**src/rtl/spi_rx.sv**
```systemverilog
// SPI slave byte receiver: oversamples CS/SCK/SDI/DC in the 125 MHz domain,
// assembles MSB-first bytes tagged with D/C into a small show-ahead FIFO.
module spi_rx #(
   parameter int unsigned DEPTH = 4
) (
   input  logic                     clk_125mhz,
   input  logic                     reset,
   input  logic                     spi_cs_n,
   input  logic                     spi_sck,
   input  logic                     spi_sdi,
   input  logic                     spi_dc,
   input  logic                     rd,
   input  logic                     clr,
   output logic [8:0]               rdata,
   output logic                     empty,
   output logic                     full,
   output logic [$clog2(DEPTH):0]   count,
   output logic                     overflow,
   output logic                     frame_err
);

   localparam int unsigned AW = $clog2(DEPTH);
   localparam int unsigned CW = AW + 1;
   localparam int unsigned DW = 9;
   localparam int unsigned BW = 3;

   localparam logic [1:0] S_SYNC  = 2'd0;
   localparam logic [1:0] S_IDLE  = 2'd1;
   localparam logic [1:0] S_SHIFT = 2'd2;
   localparam logic [1:0] S_HOLD  = 2'd3;

   logic          r_cs_meta, r_cs_s, r_cs_d;
   logic          r_sck_meta, r_sck_s, r_sck_d;
   logic          r_sdi_meta, r_sdi_s;
   logic          r_dc_meta, r_dc_s;
   logic [1:0]    r_settle;
   logic [1:0]    r_state, w_state_nxt;
   logic [BW-1:0] r_bitcnt, w_bitcnt_nxt;
   logic [6:0]    r_shreg, w_shreg_nxt;
   logic          w_push, w_ferr_set;
   logic [DW-1:0] w_push_data;

   logic [DW-1:0] r_mem [DEPTH];
   logic [AW-1:0] r_wr_ptr, r_rd_ptr;
   logic [CW-1:0] r_count;
   logic          r_overflow, r_frame_err;
   logic          w_full, w_empty, w_do_pop, w_do_push, w_ovf_set;

   logic          w_sck_rise, w_cs_fall, w_cs_rise;

   // Two-flop synchronizers plus a delay stage on cs_n/sck for edge detection
   always_ff @(posedge clk_125mhz or posedge reset) begin
      if (reset) begin
         r_cs_meta  <= 1'b1;
         r_cs_s     <= 1'b1;
         r_cs_d     <= 1'b1;
         r_sck_meta <= 1'b1;
         r_sck_s    <= 1'b1;
         r_sck_d    <= 1'b1;
         r_sdi_meta <= 1'b0;
         r_sdi_s    <= 1'b0;
         r_dc_meta  <= 1'b0;
         r_dc_s     <= 1'b0;
      end else begin
         r_cs_meta  <= spi_cs_n;
         r_cs_s     <= r_cs_meta;
         r_cs_d     <= r_cs_s;
         r_sck_meta <= spi_sck;
         r_sck_s    <= r_sck_meta;
         r_sck_d    <= r_sck_s;
         r_sdi_meta <= spi_sdi;
         r_sdi_s    <= r_sdi_meta;
         r_dc_meta  <= spi_dc;
         r_dc_s     <= r_dc_meta;
      end
   end

   assign w_sck_rise  = r_sck_s & ~r_sck_d;
   assign w_cs_fall   = ~r_cs_s & r_cs_d;
   assign w_cs_rise   = r_cs_s & ~r_cs_d;
   assign w_push_data = {r_dc_s, r_shreg, r_sdi_s};

   // Synchronizer outputs hold reset values until refilled; SYNC waits for that
   always_ff @(posedge clk_125mhz or posedge reset) begin
      if (reset) begin
         r_settle <= 2'd0;
      end else if (r_settle != 2'd2) begin
         r_settle <= r_settle + 2'd1;
      end
   end

   always_ff @(posedge clk_125mhz or posedge reset) begin
      if (reset) begin
         r_state  <= S_SYNC;
         r_bitcnt <= '0;
         r_shreg  <= '0;
      end else begin
         r_state  <= w_state_nxt;
         r_bitcnt <= w_bitcnt_nxt;
         r_shreg  <= w_shreg_nxt;
      end
   end

   always_comb begin
      w_state_nxt  = r_state;
      w_bitcnt_nxt = r_bitcnt;
      w_shreg_nxt  = r_shreg;
      w_push       = 1'b0;
      w_ferr_set   = 1'b0;
      case (r_state)
         S_SYNC: begin
            if (r_settle == 2'd2 && r_cs_s) w_state_nxt = S_IDLE;
         end
         S_IDLE: begin
            if (w_cs_fall) begin
               w_state_nxt  = S_SHIFT;
               w_bitcnt_nxt = '0;
               w_shreg_nxt  = '0;
            end
         end
         S_SHIFT: begin
            if (w_cs_rise) begin
               w_ferr_set   = 1'b1;
               w_state_nxt  = S_IDLE;
               w_bitcnt_nxt = '0;
               w_shreg_nxt  = '0;
            end else if (w_sck_rise) begin
               w_shreg_nxt  = {r_shreg[5:0], r_sdi_s};
               w_bitcnt_nxt = r_bitcnt + BW'(1);
               if (r_bitcnt == BW'(7)) begin
                  w_push      = 1'b1;
                  w_state_nxt = S_HOLD;
               end
            end
         end
         S_HOLD: begin
            if (w_sck_rise) w_ferr_set = 1'b1;
            if (w_cs_rise)  w_state_nxt = S_IDLE;
         end
         default: w_state_nxt = S_SYNC;
      endcase
   end

   assign w_full    = (r_count == CW'(DEPTH));
   assign w_empty   = (r_count == '0);
   assign w_do_pop  = rd & ~w_empty;
   assign w_do_push = w_push & (~w_full | w_do_pop);
   assign w_ovf_set = w_push & w_full & ~w_do_pop;

   // When full, a simultaneous pop frees the head slot that wr_ptr points at
   always_ff @(posedge clk_125mhz or posedge reset) begin
      if (reset) begin
         for (int i = 0; i < DEPTH; i++) r_mem[i] <= '0;
         r_wr_ptr <= '0;
         r_rd_ptr <= '0;
         r_count  <= '0;
      end else begin
         if (w_do_push) begin
            r_mem[r_wr_ptr] <= w_push_data;
            r_wr_ptr        <= r_wr_ptr + AW'(1);
         end
         if (w_do_pop) r_rd_ptr <= r_rd_ptr + AW'(1);
         case ({w_do_push, w_do_pop})
            2'b10:   r_count <= r_count + CW'(1);
            2'b01:   r_count <= r_count - CW'(1);
            default: r_count <= r_count;
         endcase
      end
   end

   // Sticky flags: a set event beats a simultaneous clear
   always_ff @(posedge clk_125mhz or posedge reset) begin
      if (reset) begin
         r_overflow  <= 1'b0;
         r_frame_err <= 1'b0;
      end else begin
         r_overflow  <= w_ovf_set  | (r_overflow  & ~clr);
         r_frame_err <= w_ferr_set | (r_frame_err & ~clr);
      end
   end

   assign rdata     = r_mem[r_rd_ptr];
   assign empty     = w_empty;
   assign full      = w_full;
   assign count     = r_count;
   assign overflow  = r_overflow;
   assign frame_err = r_frame_err;

endmodule

```
**config.mk**
```make
export PLATFORM = sky130hd
export DESIGN_NAME = spi_rx
export DESIGN_NICKNAME = d
export VERILOG_FILES = /design/src/rtl/spi_rx.sv
export SDC_FILE = /design/constraint.sdc
export NUM_CORES = 1
export LEC_CHECK = 0
export BUFFER_PORTS_ARGS = -buffer_cell sky130_fd_sc_hd__buf_4
export CORE_MARGIN = 2
export CORE_UTILIZATION = 54
export CTS_BUF_LIST = sky130_fd_sc_hd__clkbuf_4
export CTS_CLUSTER_DIAMETER = 150
export CTS_CLUSTER_SIZE = 30
export DETAILED_ROUTE_END_ITERATION = 12
export PLACE_DENSITY = 0.78
export RECOVER_POWER = 100
export REMOVE_ABC_BUFFERS = 1
export SETUP_SLACK_MARGIN = 0.05
export SYNTH_ARGS = -nofsm -noshare
export SYNTH_HDL_FRONTEND = slang
export SYNTH_SLANG_ARGS = --single-unit
```
**constraint.sdc**
```tcl
create_clock -name clk_125mhz -period 2.29 [get_ports clk_125mhz]
set_input_delay 0.687 -clock clk_125mhz [delete_from_list [all_inputs] [get_ports clk_125mhz]]
set_output_delay 0.687 -clock clk_125mhz [all_outputs]
set_load 0.02 [all_outputs]
```
==> out/metrics.cfg, run 1 <==
[status]
status=finished, violations left
violations=negative setup slack

[sta]
relSlewSlack=0.3913
max_freq_mhz=429.0
rsz0062_at_grt=yes
tightest_slew_ns=0.9131
drv_slew=0
skew_ns=0.01393
hold_violations=0
period_minus_slack_ns=2.331
finalSetupViolations=9
fin_crit_sh=1.018
setup_slack_ns=-0.04121

[placement]
place_congestion=0.7707
io_buffer_count=23
placed_area_sq_um=3331
hpwl_um=3442

[cts]
cts_max_path_buffers=2
h-tree-depth=3
root_buffer=clkbuf_4
cts_tree=done
cts-buffers-inserted=9
worstSkewPairLatency_ns=0.40
cts_hold_buf=0
clkTransAtPathRegs_ns=0.11
clock-sinks=69

[floorplanning]
io_pins=24
core_area_sq_um=5439
die_y_um=78.64
rows=27
die_x_um=78.64
start_util=0.5530
die_area_sq_um=6183

[synth]
synth.distinct_cells=39
synth_area_sq_um=3008
yosys_warnings=0
synth.ff_latch_count=69
synthCells=200
async_flop_share=1.000
avgSynthCellArea_sq_um=15.04
synth_edf_count=0
synth_ff_type=dfrtp_1
ys_seq_area_frac=0.5765

[layout]
areaGrowthSynthToFinish_pct=16.06
final_cell_mix=62 x dfrtp_1, 36 x mux2_2, 15 x clkbuf_4
fin_area_sq_um=3491
final_nets=261
nFillCells=401
layout-drive-gt1-share=0.3755
n_antenna_cell=0
final_common_cell=dfrtp_1

[routing]
dr.pass1.iters=4
routed-wl-met2_um=2588
top_layer=met4
via_per_inst=5.530
drtAntennaViolNets=0
wl_per_cell_um=16.32
wl_met1_um=2356
wl_met3_um=143
drtIter0Drc=135
wl_um=5173
vias=1753
route.detailed.drc=0

[global_route]
grt_pass1_wl_um=8321
grt.total_usage=0.1828
grt_pass1_vias=1673
grt_max_degree=38
globalRouteOverflowTotal=0
antenna_found_initial=0

[critical_path]
cp_slowest_cell=mux4_2
cp.arrival_ns=1.64
crit_path_start_kind=flip-flop
slowest_delay_ns=0.50
cp.required_ns=1.60
crit_type=reg -> out
path_max_fanout=4
worstPathCellList=clkbuf_16, mux4_2, buf_6
cp-end-kind=output pin

[power]
fin_total_pwr_mw=2.961
seqPwrFrac=0.497
p_sw_frac=0.3212
internal_power_mw=2.010
p_per_area_nw_per_um2=848.2
p_sw_mw=0.9512
power_leakage_nw=1.682
combPwrFrac=0.240
vdd_ir_drop_max_v=0.0006427
p_clk_frac=0.263

[min_path]
min_path_type=reg -> reg

[job]
drv_cap=0

cells by family (layout without fill, tap and decap cells):
kind of cell,Yosys count,count (layout),share of synthesized area
flops,69,69,0.5765
buf+inv,15,60,0.01955
simple gates,23,23,0.05158
xor+xnor,6,6,0.01747
mux,49,49,0.2163
fa+ha+maj,13,13,0.05657
compound gates,25,25,0.06198
cells in the mapped netlist (2+ instances only):
cell type  number  area (sq um)
ha_1           12         150.1
buf_2           2         10.01
dfrtp_1        63          1577
nand2b_1        2         12.51
mux2_1          2         22.52
a21oi_1         2         10.01
nand2_2         4         25.02
mux2_2         36         405.4
inv_1          11         41.29
o21ai_0         4         20.02
mux4_2          9         202.7
a22o_1          9         78.83
mux2i_1         2         20.02
xnor2_1         5         43.79
nor2_1          4         15.01
dfstp_2         6         157.7
o31ai_1         2         15.01
a31oi_1         3         18.77
nand2_1         2         7.510
power groups by stage:
stage | sequential (mW) | combinational, mW | clock, mW
2_1_floorplan | 1.52 | 0.400 | 0
3_3_place_gp | 1.49 | 0.679 | 0
3_5_place_dp | 1.49 | 0.710 | 0
4_1_cts | 1.47 | 0.727 | 0.804
5_1_grt | 1.50 | 0.783 | 0.862
6_report | 1.47 | 0.710 | 0.780
final timing paths:
check                                   startpoint  cells past startpoint                     to  slack [ns]
min in group asynchronous                    reset                      2   count[0]$_DFFE_PP0P_        0.48
max in group asynchronous                    reset                      3  r_mem[23]$_DFFE_PP0P_        0.40
max reg2reg                r_bitcnt[0]$_DFFE_PP0P_                      7  r_mem[17]$_DFFE_PP0P_        0.12
max                        r_rd_ptr[0]$_DFFE_PP0P_                      3               rdata[4]       -0.04
min reg2reg                    r_dc_meta$_DFF_PP0_                      0       r_dc_s$_DFF_PP0_        0.36
min                            r_dc_meta$_DFF_PP0_                      0       r_dc_s$_DFF_PP0_        0.36
registers in the layout, indices dropped and copies added (netlist names), 2 cells and up:
signal    count
r_state       2
count         3
r_rd_ptr      2
r_shreg       7
r_bitcnt      3
r_settle      2
r_wr_ptr      2
r_mem        36
timing repair:
item	in CTS	in global routing
resized for setup	9	2
setup endpoints to repair	9	12
endpoints found under the hold margin	0	0
buffers inserted	1	1
pin swaps	0	1
gates cloned	0	1
per-layer routing:
metal | track usage | up-vias
li1 | - | 825
met1 | 0.2338 | 886
met2 | 0.2923 | 32
met3 | 0.04253 | 10
met4 | 0.09298 | 0
met5 | 0 | -
metrics by stage:
| step | setup TNS, ns | worst slack, ns | instances | hold WS [ns] | utilization |
|---|---|---|---|---|---|
| final | -0.2732 | -0.04121 | 317 | 0.3607 | 0.6418 |
| after CTS | -0.5209 | -0.07061 | 315 | 0.3189 | 0.6455 |
| after floorplan | -7.997 | -0.1269 | 196 | 0.3312 | - |
| after global placement | 0 | 0.1367 | 298 | 0.3334 | 0.6124 |
| after global routing | -0.9297 | -0.1021 | 317 | 0.3506 | 0.6418 |
| after detailed placement | 0 | 0.1027 | 298 | 0.3370 | 0.6124 |
cell type report:
cell class	instances	area, sq um	area share
sequential	69	1735	0.4971
multi-input combinational	116	1221	0.3498
timing repair buffer	33	264.0	0.07563
tap	72	90.09	0.02581
clock buffer	10	75.07	0.02151
clock inverter	6	63.81	0.01828
inverter	11	41.29	0.01183
worst max-delay path: cells and delay by family, from the launching register on:
family   cells  cell delay, ns
flops        1            0.44
mux          1            0.50
buf+inv      2            0.32
Power figures use the tool's default switching activity.
==> run 2: changes to the inputs <==
--- a/config.mk
+++ b/config.mk
@@ -5,16 +5,16 @@
 export SDC_FILE = /design/constraint.sdc
 export NUM_CORES = 1
 export LEC_CHECK = 0
+export ABC_AREA = 1
 export BUFFER_PORTS_ARGS = -buffer_cell sky130_fd_sc_hd__buf_4
 export CORE_MARGIN = 2
 export CORE_UTILIZATION = 54
 export CTS_BUF_LIST = sky130_fd_sc_hd__clkbuf_4
-export CTS_CLUSTER_DIAMETER = 150
+export CTS_CLUSTER_DIAMETER = 80
 export CTS_CLUSTER_SIZE = 30
 export DETAILED_ROUTE_END_ITERATION = 12
 export PLACE_DENSITY = 0.78
 export RECOVER_POWER = 100
-export REMOVE_ABC_BUFFERS = 1
 export SETUP_SLACK_MARGIN = 0.05
 export SYNTH_ARGS = -nofsm -noshare
 export SYNTH_HDL_FRONTEND = slang
==> run 2 against run 1 <==
  * The flow now finishes without violations
  * Highest routed layer unchanged
  * Area after synthesis up 5.7%
  * Fmax up 6.4%
  * Via count up 46%
  * Sequential share of layout area down 1.0 points
  * Final area up 2.2%
  * Total power down 22%
==> out/metrics.cfg, run 2 <==
[status]
status=finished clean  ; was finished, violations left

[synth]
synth.distinct_cells=28  ; was 39
ys_seq_area_frac=0.5452  ; was 0.5765
synth_top_family_by_area=simple AND/OR/NAND/NOR gates  ; was multiplexers
synth_fa_ha_area_frac=0.05350  ; was 0.05657
synthXorXnorAreaFrac=0.008261  ; was 0.01747
synth-simple-area-share=0.2085  ; was 0.05158
synth_area_leaders=dfrtp_1 50%, nand2_1 13%, o21ai_1 6.9%  ; was dfrtp_1 52%, mux2_2 13%, mux4_2 6.7%
synthCells=361  ; was 200
synth_mux_area_frac=0  ; was 0.2163
yosys.area.top_type=dfrtp_1  ; unchanged
synth_top_area_frac=0.4957  ; was 0.5241
synth_area_sq_um=3181  ; was 3008 sq um
synth_ff_type=dfrtp_1  ; unchanged
async_flop_share=1.000  ; unchanged
synth_compound_area_frac=0.1349  ; was 0.06198
avgSynthCellArea_sq_um=8.810  ; was 15.04 sq um
yosys_warnings=0  ; unchanged
syn_nets=382
synth_edf_count=0  ; unchanged
yosysMostFrequentCell=nand2_1  ; was dfrtp_1
synth.ff_latch_count=69  ; unchanged
synthTopCellsByCount=111 x nand2_1, 63 x dfrtp_1, 44 x o21ai_1  ; was 63 x dfrtp_1, 36 x mux2_2, 12 x ha_1

[layout]
regMostFlops=r_mem  ; unchanged
final_cell_mix=113 x nand2_1, 61 x dfrtp_1, 45 x o21ai_0  ; was 62 x dfrtp_1, 36 x mux2_2, 15 x clkbuf_4
final_cells=473  ; was 317
nFillCells=505  ; was 401
largestRegisters=r_mem x36, r_shreg x7  ; unchanged
largest_reg_flops=36  ; unchanged
fin_util=0.6359  ; was 0.6418
layout-drive-gt1-share=0.1421  ; was 0.3755
final_nets=417  ; was 261
final_common_cell=nand2_1  ; was dfrtp_1
areaGrowthSynthToFinish_pct=12.12  ; was 16.06%
n_antenna_cell=0  ; unchanged

[cts]
root_buffer=clkbuf_4  ; unchanged
clock-sinks=69  ; unchanged
cts_max_path_buffers=2  ; unchanged
cts_tree=done  ; unchanged
cts-buffers-inserted=9  ; unchanged
h-tree-depth=3  ; unchanged
cts_hold_buf=0  ; unchanged
worstSkewPairLatency_ns=0.41  ; was 0.40 ns
clkTransAtPathRegs_ns=0.10  ; was 0.11 ns

[sta]
hold_violations=0  ; unchanged
tns_ns=0  ; was -0.2732 ns
period_minus_slack_ns=2.191  ; was 2.331 ns
drv_slew=0  ; unchanged
tightest_slew_ns=1.098  ; was 0.9131 ns
setup_slack_ns=0.09918  ; was -0.04121 ns
skew_ns=0.01352  ; was 0.01393 ns
relSlewSlack=0.2678  ; was 0.3913
fin_crit_sh=0.9567  ; was 1.018
max_freq_mhz=456.5  ; was 429.0 MHz
finalSetupViolations=0  ; was 9
rsz0062_at_grt=yes  ; unchanged

[routing]
route.detailed.drc=0  ; unchanged
via_per_inst=5.421  ; was 5.530
dr.pass1.iters=4  ; unchanged
drtIter0Drc=158  ; was 135
wl_um=6824  ; was 5173 um
wl_per_cell_um=14.43  ; was 16.32 um
vias=2564  ; was 1,753
drtAntennaViolNets=0  ; unchanged

[floorplanning]
core_area_sq_um=5608  ; was 5439 sq um
io_pins=24  ; unchanged
start_util=0.5672  ; was 0.5530
die_area_sq_um=6520  ; was 6183 sq um
rows=27  ; unchanged
die_x_um=80.75  ; was 78.64 um
die_y_um=80.75  ; was 78.64 um

[global_route]
globalRouteOverflowTotal=0  ; unchanged
grt.total_usage=0.2433  ; was 0.1828
grt_max_degree=32  ; was 38
antenna_found_initial=0  ; unchanged
grt_pass1_vias=2577  ; was 1,673
grt_pass1_wl_um=11920  ; was 8321 um

[placement]
dpl.cell_count=455  ; was 298
place_congestion=0.8180  ; was 0.7707
io_buffer_count=23  ; unchanged
pre_cts_ws_ns=0.2057  ; was 0.1027 ns
hpwl_um=4626  ; was 3442 um

[power]
vdd_ir_drop_max_v=0.0004368  ; was 0.0006427 V
p_per_area_nw_per_um2=650.0  ; was 848.2 nW/um^2
power_leakage_nw=1.901  ; was 1.682 nW

[critical_path]
crit_path_start_kind=flip-flop  ; unchanged
cp-end-kind=output pin  ; unchanged
path_max_fanout=9  ; was 4
worstPathCellList=buf_8, o21ai_0, o22ai_1, buf_4  ; was clkbuf_16, mux4_2, buf_6
cp.arrival_ns=1.50  ; was 1.64 ns
slowest_delay_ns=0.47  ; was 0.50 ns
critPathTopFamily=flip-flops  ; was multiplexers
cp_slowest_cell=dfrtp_2  ; was mux4_2
crit_type=reg -> out  ; unchanged
cp.required_ns=1.60  ; about the same
critical_path_buf_inv_count=2  ; unchanged

[min_path]
min_path_type=reg -> reg  ; unchanged

[job]
drv_cap=0  ; unchanged

run 2: changes by cell type in the layout (fill, tap and decap cells not counted), moves of 10 or more:
cell     delta
o22ai_1    +10
o21ai_1    +23
o21ai_0    +41
nand2_1   +111
nor2_1     +25
mux2_2     -36
run 2: cell type report:
| cell class | instances | area (sq um) | share of cell area |
|---|---|---|---|
| clock buffer | 10 | 75.07 | 0.02105 |
| timing repair buffer | 34 | 229.0 | 0.06421 |
| multi-input combinational | 256 | 1274 | 0.3572 |
| tap | 72 | 90.09 | 0.02526 |
| clock inverter | 6 | 55.05 | 0.01544 |
| sequential | 69 | 1737 | 0.4870 |
| inverter | 26 | 106.4 | 0.02982 |
run 2: cells by family (layout without fill, tap and decap cells):
| kind of cell | after synthesis | after routing |
|---|---|---|
| and+or+nand+nor | 158 | 158 |
| AOI/OAI and AO/OA | 82 | 82 |
| DFF | 69 | 69 |
| buffers and inverters | 36 | 76 |
| adders and majority gates | 13 | 13 |
| xor gates and xnor gates | 3 | 3 |
run 2: power breakdown:
| group | switching (mW) | internal [mW] | total (mW) | leakage, nW |
|---|---|---|---|---|
| sequential | 0.0432 | 1.27 | 1.31 | 0.909 |
| clock | 0.412 | 0.335 | 0.746 | 0.0712 |
| combinational | 0.180 | 0.0829 | 0.263 | 0.920 |
run 2: worst reg2reg max path, cell delays in order, from the launching register on:
cell and delay, ns:
dfrtp_1 0.38, ha_1 0.15, ha_1 0.14, nand3_1 0.14, nor2_4 0.16, nand2_4 0.18
nor2_1 0.59, nand2_1 0.13, nand2_1 0.11
run 2: worst paths after layout:
path	start	to	slack (ns)	cells past startpoint
hold / removal	r_dc_meta$_DFF_PP0_	r_dc_s$_DFF_PP0_	0.36	0
setup reg to reg	r_bitcnt[0]$_DFFE_PP0P_	r_mem[17]$_DFFE_PP0P_	0.26	8
max in group asynchronous	reset	r_mem[19]$_DFFE_PP0P_	0.45	3
min in group asynchronous	reset	r_mem[3]$_DFFE_PP0P_	0.41	2
hold reg to reg	r_dc_meta$_DFF_PP0_	r_dc_s$_DFF_PP0_	0.36	0
setup / recovery	r_rd_ptr[0]$_DFFE_PP0P_	rdata[1]	0.1	4
run 2: through the flow:
step	hold slack [ns]	instance area, sq um	total power, mW
floorplan	0.3312	3184	1.532
global placement	0.3343	3467	1.593
detailed placement	0.3364	3467	1.614
CTS	0.2810	3600	2.365
global route	0.3372	3566	2.453
finish	0.3626	3566	2.318
run 2: timing repair:
item	4_1_cts	5_1_grt
cloned	0	1
endpoints found under the setup margin	9	10
gates resized for setup	3	7
setup buffers	0	1
pin swaps	0	0
hold endpoints to repair	0	0
run 2: layer usage:
| layer | part of all wire | global-route usage | wire (um) | vias to the layer above |
|---|---|---|---|---|
| met2 | 0.49 | 0.4017 | 3332 | 80 |
| met1 | 0.43 | 0.3138 | 2956 | 1226 |
| met4 | 0.020 | 0.1051 | 138 | 0 |
| met5 | 0 | 0 | 0 | - |
| met3 | 0.058 | 0.05000 | 397 | 12 |
| li1 | - | - | - | 1246 |
